### config.mk
export PLATFORM = sky130hd
export DESIGN_NAME = crypto_seq_ctrl
export DESIGN_NICKNAME = d
export VERILOG_FILES = /design/src/rtl/crypto_pkg.sv /design/src/rtl/crypto_regfile.sv /design/src/rtl/crypto_seq_ctrl.sv
export SDC_FILE = /design/constraint.sdc
export NUM_CORES = 1
export LEC_CHECK = 0
export CAP_MARGIN = 30
export CORE_ASPECT_RATIO = 0.5
export CORE_UTILIZATION = 40
export CTS_BUF_LIST = sky130_fd_sc_hd__clkbuf_16
export DETAILED_ROUTE_END_ITERATION = 16
export GPL_ROUTABILITY_DRIVEN = 0
export PLACE_DENSITY = 0.76
export SKIP_LAST_GASP = 1
export SLEW_MARGIN = 20
export SYNTH_ARGS = -nofsm -noshare
export SYNTH_HDL_FRONTEND = slang
export SYNTH_SLANG_ARGS = --single-unit
### constraint.sdc
create_clock -name clk -period 2.4 [get_ports clk]
set_input_delay 0.48 -clock clk [delete_from_list [all_inputs] [get_ports clk]]
set_output_delay 0.48 -clock clk [all_outputs]
set_load 0.05 [all_outputs]
### src/rtl/crypto_pkg.sv
// rtl/crypto_pkg.sv - shared constants and types for the crypto instruction sequencer
// Purpose: opcode values, FSM state encoding, instruction field positions and
//          datapath widths used by crypto_seq_ctrl and crypto_regfile.
// Ports:   none (package).
package crypto_pkg;

  localparam int DATA_W = 8;
  localparam int REG_AW = 2;

  localparam logic [3:0] OP_NOP  = 4'h0;
  localparam logic [3:0] OP_ADD  = 4'h1;
  localparam logic [3:0] OP_SUB  = 4'h2;
  localparam logic [3:0] OP_XOR  = 4'h3;
  localparam logic [3:0] OP_MOV  = 4'h4;
  localparam logic [3:0] OP_LDI  = 4'h5;
  localparam logic [3:0] OP_HALT = 4'hF;

  localparam int OP_MSB  = 15;
  localparam int OP_LSB  = 12;
  localparam int RD_MSB  = 11;
  localparam int RD_LSB  = 10;
  localparam int RS_MSB  = 9;
  localparam int RS_LSB  = 8;
  localparam int IMM_MSB = 7;
  localparam int IMM_LSB = 0;

  typedef enum logic [1:0] {
    IDLE   = 2'd0,
    FETCH  = 2'd1,
    DECODE = 2'd2,
    EXEC   = 2'd3
  } state_t;

  // Register-to-register ops whose ALU opcode is the instruction opcode itself.
  function automatic logic is_rr_op(input logic [3:0] op);
    return (op == OP_ADD) || (op == OP_SUB) || (op == OP_XOR) || (op == OP_MOV);
  endfunction

endpackage

### src/rtl/crypto_regfile.sv
// rtl/crypto_regfile.sv - 4 x 8-bit register file, one write port, three read ports
// Purpose: architectural registers R0..R3 for the sequencer.
// Ports:   clk, rst (sync active-high, clears all registers)
//          we, waddr, wdata          - write port, takes effect on the rising edge
//          addr_a/data_a, addr_b/data_b, addr_dbg/data_dbg - combinational reads
module crypto_regfile
  import crypto_pkg::*;
#(
  parameter int NREGS = 4
) (
  input  logic              clk,
  input  logic              rst,
  input  logic              we,
  input  logic [REG_AW-1:0] waddr,
  input  logic [DATA_W-1:0] wdata,
  input  logic [REG_AW-1:0] addr_a,
  input  logic [REG_AW-1:0] addr_b,
  input  logic [REG_AW-1:0] addr_dbg,
  output logic [DATA_W-1:0] data_a,
  output logic [DATA_W-1:0] data_b,
  output logic [DATA_W-1:0] data_dbg
);

  logic [DATA_W-1:0] regs [NREGS];

  always_ff @(posedge clk) begin
    if (rst) begin
      for (int i = 0; i < NREGS; i++) begin
        regs[i] <= '0;
      end
    end else if (we) begin
      regs[waddr] <= wdata;
    end
  end

  // Reads see the pre-write value, so rd==rs operations use the old contents.
  assign data_a   = regs[addr_a];
  assign data_b   = regs[addr_b];
  assign data_dbg = regs[addr_dbg];

endmodule

### src/rtl/crypto_seq_ctrl.sv
// rtl/crypto_seq_ctrl.sv - fetch/decode/execute sequencer for the 8-bit crypto ALU
// Purpose: runs a program from imem address 0 until HALT, driving an external
//          combinational ALU and writing results back to a 4-entry register file.
// Ports:   clk, rst (sync active-high)
//          start            - one-cycle pulse, honoured only while idle
//          busy, done       - busy outside IDLE; done pulses once when HALT retires
//          illegal          - sticky undefined-opcode flag, cleared by start/rst
//          imem_addr/imem_data - synchronous instruction memory (one-cycle read)
//          alu_enable/alu_opcode/alu_a/alu_b/alu_result - ALU interface
//          dbg_sel/dbg_data - combinational register readout
module crypto_seq_ctrl
  import crypto_pkg::*;
#(
  parameter int IMEM_AW = 8,
  parameter int NREGS   = 4
) (
  input  logic               clk,
  input  logic               rst,
  input  logic               start,
  output logic               busy,
  output logic               done,
  output logic               illegal,
  output logic [IMEM_AW-1:0] imem_addr,
  input  logic [15:0]        imem_data,
  output logic               alu_enable,
  output logic [3:0]         alu_opcode,
  output logic [DATA_W-1:0]  alu_a,
  output logic [DATA_W-1:0]  alu_b,
  input  logic [DATA_W-1:0]  alu_result,
  input  logic [REG_AW-1:0]  dbg_sel,
  output logic [DATA_W-1:0]  dbg_data
);

  state_t             state, state_nxt;
  logic [IMEM_AW-1:0] pc, pc_nxt;
  logic [15:0]        ir;
  logic               done_nxt;
  logic               illegal_nxt;
  logic               rf_we;

  logic [3:0]         op;
  logic [REG_AW-1:0]  rd, rs;
  logic [DATA_W-1:0]  imm;
  logic [DATA_W-1:0]  rd_val, rs_val;

  assign op  = ir[OP_MSB:OP_LSB];
  assign rd  = ir[RD_MSB:RD_LSB];
  assign rs  = ir[RS_MSB:RS_LSB];
  assign imm = ir[IMM_MSB:IMM_LSB];

  crypto_regfile #(
    .NREGS (NREGS)
  ) u_regfile (
    .clk      (clk),
    .rst      (rst),
    .we       (rf_we),
    .waddr    (rd),
    .wdata    (alu_result),
    .addr_a   (rd),
    .addr_b   (rs),
    .addr_dbg (dbg_sel),
    .data_a   (rd_val),
    .data_b   (rs_val),
    .data_dbg (dbg_data)
  );

  always_ff @(posedge clk) begin
    if (rst) begin
      state   <= IDLE;
      pc      <= '0;
      ir      <= '0;
      done    <= 1'b0;
      illegal <= 1'b0;
    end else begin
      state   <= state_nxt;
      pc      <= pc_nxt;
      done    <= done_nxt;
      illegal <= illegal_nxt;
      if (state == DECODE) begin
        ir <= imem_data;
      end
    end
  end

  always_comb begin
    state_nxt   = state;
    pc_nxt      = pc;
    done_nxt    = 1'b0;
    illegal_nxt = illegal;
    rf_we       = 1'b0;
    alu_enable  = 1'b0;
    alu_opcode  = '0;
    alu_a       = '0;
    alu_b       = '0;

    case (state)
      IDLE: begin
        if (start) begin
          pc_nxt      = '0;
          illegal_nxt = 1'b0;
          state_nxt   = FETCH;
        end
      end
      FETCH:  state_nxt = DECODE;
      DECODE: state_nxt = EXEC;
      EXEC: begin
        state_nxt = FETCH;
        pc_nxt    = pc + IMEM_AW'(1);
        if (is_rr_op(op)) begin
          alu_enable = 1'b1;
          alu_opcode = op;
          alu_a      = rd_val;
          alu_b      = rs_val;
          rf_we      = 1'b1;
        end else if (op == OP_LDI) begin
          // LDI reuses the ALU's MOV path with the immediate as operand b.
          alu_enable = 1'b1;
          alu_opcode = OP_MOV;
          alu_a      = rd_val;
          alu_b      = imm;
          rf_we      = 1'b1;
        end else if (op == OP_HALT) begin
          state_nxt = IDLE;
          pc_nxt    = pc;
          done_nxt  = 1'b1;
        end else if (op != OP_NOP) begin
          illegal_nxt = 1'b1;
        end
      end
      default: state_nxt = IDLE;
    endcase
  end

  assign busy      = (state != IDLE);
  // The synchronous memory registers its address every cycle; pc only moves
  // in EXEC, so presenting pc continuously gives the FETCH address.
  assign imem_addr = pc;

endmodule

==> flow_metrics.env <==
export IMPL_cp_start_kind="primary input"
export IMPL_synth_top_area_share=0.289
export IMPL_grt_total_usage=0.197
export IMPL_netlist_top_cells_count="and2_1 (34), dfxtp_1 (32), edfxtp_1 (32)"
export IMPL_min_path_type="reg -> reg"
export IMPL_fmax_ghz=0.431
export IMPL_skew_ns=0.00856
export IMPL_met3_length_um=398
export IMPL_crit_arrival_ns=1.84
export IMPL_die_width_um=131
export IMPL_vias=2407
export IMPL_area_growth_pct=41.1
export IMPL_cpMaxStageDelayCell="clkdlybuf4s50_1"
export IMPL_ios=69
export IMPL_end_kind="output port"
export IMPL_die_y_um=66.5
export IMPL_yosysTopAreaCell="edfxtp_1"
export IMPL_dpl_cell_area_mm2=0.00431
export IMPL_initial_utilization=0.414
export IMPL_grt_first_pass_wirelength_mm=12.3
export IMPL_final_area_mm2=0.00469
export IMPL_outcome="completed"
export IMPL_viasPerCell=5.29
export IMPL_drv_cap=0
export IMPL_synthCells=266
export IMPL_ant_nets=0
export IMPL_clkTransAtPathRegs_ns=0.06
export IMPL_total_leakage_power_nw=1.67
export IMPL_path_cells="clkdlybuf4s50_1, buf_12, mux4_2, buf_4"
export IMPL_cts_buffers=9
export IMPL_drv_slew=0
export IMPL_first_iter_violations=162
export IMPL_final_layout_size_suffix_gt1_frac=0.303
export IMPL_worst_ep_required_time_ns=1.92
export IMPL_drc_errors=0
export IMPL_clock_path_buffers=2
export IMPL_timing_final_crit_period_ns=2.32
export IMPL_yosys_warnings=0
export IMPL_htree_num_levels=3
export IMPL_rows=23
export IMPL_grt_max_degree=23
export IMPL_m1WireLength_mm=3.21
export IMPL_core_area_mm2=0.00803
export IMPL_syn_avg_cell_area_um2=12.5
export IMPL_crit_type="in -> out"
export IMPL_cts_root_buf="clkbuf_16"
export IMPL_register_area_mm2=0.00160
export IMPL_grt_overflow_total=0
export IMPL_p_per_area_mw_per_mm2=803
export IMPL_rsz0062_at_grt="false"
export IMPL_dieArea_mm2=0.00870
export IMPL_fin_crit_sh=0.966
export IMPL_synth_enable_flop_cells=32
export IMPL_hold_buffers=0
export IMPL_layout_nets=371
export IMPL_n_antenna_cell=0
export IMPL_io_buffers=67
export IMPL_critPathMaxStageDelay_ns=0.50
export IMPL_setup_tns_ns=0
export IMPL_synthFlopType="edfxtp_1"
export IMPL_clock_sinks=64
export IMPL_synth_area_leaders="edfxtp_1 (29%), dfxtp_1 (19%), mux4_2 (16%)"
export IMPL_r2r_cells=6
export IMPL_top_layer="met4"
export IMPL_crit_path_max_fanout=8
export IMPL_met2_length_mm=4.17
export IMPL_cts_tree="built"
export IMPL_synth_net_count=299
export IMPL_grt_pass1_vias=2510
export IMPL_hold_viol_final=0
export IMPL_hpwlAfterDp_mm=5.86
export IMPL_drt_total_wl_mm=7.88
export IMPL_syn_area_mm2=0.00332
export IMPL_async_reset_ff_frac=0
export IMPL_synth_most_common_cell="and2_1"
export IMPL_finalSetupViolations=0
export IMPL_peakVddDrop_v=0.000492
export IMPL_multi_input_area_mm2=0.00167
export IMPL_holdPathStages=2
export IMPL_synth_distinct_cells=45
export IMPL_total_power_w=0.00377
export IMPL_wire_per_inst_um=17.3
export IMPL_drt_pass1_iterations=4
export IMPL_grt_antenna_before_repair=0
export IMPL_synth_seq_cells=64
export IMPL_ys_seq_area_frac=0.482
export IMPL_fillerInstances=578
export IMPL_insertion_delay_ns=0.34
[critical path: cells and delay by family]
kind | cells | cell delay (ns)
mux | 1 | 0.50
buf+inv | 3 | 0.86
[flip-flops by register name, summed over array words and instances, names as in the netlist, named ones only]
signal / cells
u_regfile.regs: 32
imem_addr: 8
done: 1
state: 2
ir: 16
illegal: 1
[final timing paths]
kind,from,to,slack (ns)
min,illegal$_SDFFE_PP0P_,illegal$_SDFFE_PP0P_,0.48
max reg2reg,state[0]$_SDFFE_PP0P_,u_regfile.regs[1][7]$_SDFFCE_PN0P_,0.15
min reg2reg,illegal$_SDFFE_PP0P_,illegal$_SDFFE_PP0P_,0.48
max,dbg_sel[0],dbg_data[3],0.08
[layer usage]
layer  vias to the layer above  GRT usage
met5                         -     0.0196
met4                         0      0.119
met3                         7     0.0610
met2                        95      0.338
met1                      1172      0.217
li1                       1133          -
[placed cells by master, fill, tap and decap left out, types with 2 or more instances in the layout]
master	count
a21oi_1	11
a22o_1	7
a31o_2	2
and2_1	34
buf_12	21
buf_4	16
bufinv_16	2
clkbuf_16	9
clkdlybuf4s50_1	38
dfxtp_1	31
edfxtp_1	32
ha_1	3
inv_1	6
inv_6	3
mux2i_1	16
mux4_2	24
nand2_1	10
nand3_1	2
nand4_1	2
nor2_1	21
nor2b_1	3
nor2b_2	6
nor3_2	2
o21ai_0	6
or2_1	2
or3_1	2
or3_2	2
xor2_1	2
[layout make-up]
type                    instances  share of cell area
flip-flops and latches         64               0.342
multi-input cells             181               0.356
well taps                     112              0.0299
repair buffers                 76               0.198
inverters                       6             0.00480
clock buffers                   9              0.0480
clock inverters                 7              0.0219
[report_power, final]
part | switching (W) | internal (W) | leakage [nW]
Sequential | 0.000135 | 0.00125 | 0.590
Clock | 0.000503 | 0.000921 | 0.157
Combinational | 0.000522 | 0.000433 | 0.921
Total | 0.00116 | 0.00261 | 1.67
[kinds of logic (layout without fill, tap and decap cells)]
| group | count (synthesis) | in the layout | share of synthesized area |
|---|---|---|---|
| other | 1 | 1 | 0.00113 |
| flip-flops | 64 | 64 | 0.482 |
| AO/OA/AOI/OAI | 33 | 33 | 0.0681 |
| adder cells (fa/ha/maj) | 4 | 4 | 0.0151 |
| AND/OR/NAND/NOR | 101 | 101 | 0.186 |
| buffers and inverters | 21 | 98 | 0.0316 |
| XOR/XNOR | 2 | 2 | 0.00527 |
| multiplexers | 40 | 40 | 0.211 |
[stage by stage]
step / cells / setup slack, ns / util / hold slack, ns
global placement: 438 / 0.0844 / 0.536 / 0.463
floorplan: 266 / 0.0461 / - / 0.453
CTS: 455 / 0.000742 / 0.582 / 0.492
finish: 455 / 0.0808 / 0.584 / 0.484
global route: 455 / 0.00933 / 0.584 / 0.512
detailed placement: 438 / 0.0795 / 0.536 / 0.484
[repair_timing]
item                       4_1_cts  5_1_grt
setup buffers                    1        0
pin swaps                        0        0
resized for setup               11        6
setup endpoints to repair       19       31
No activity file was read; power rests on OpenSTA's default activity.
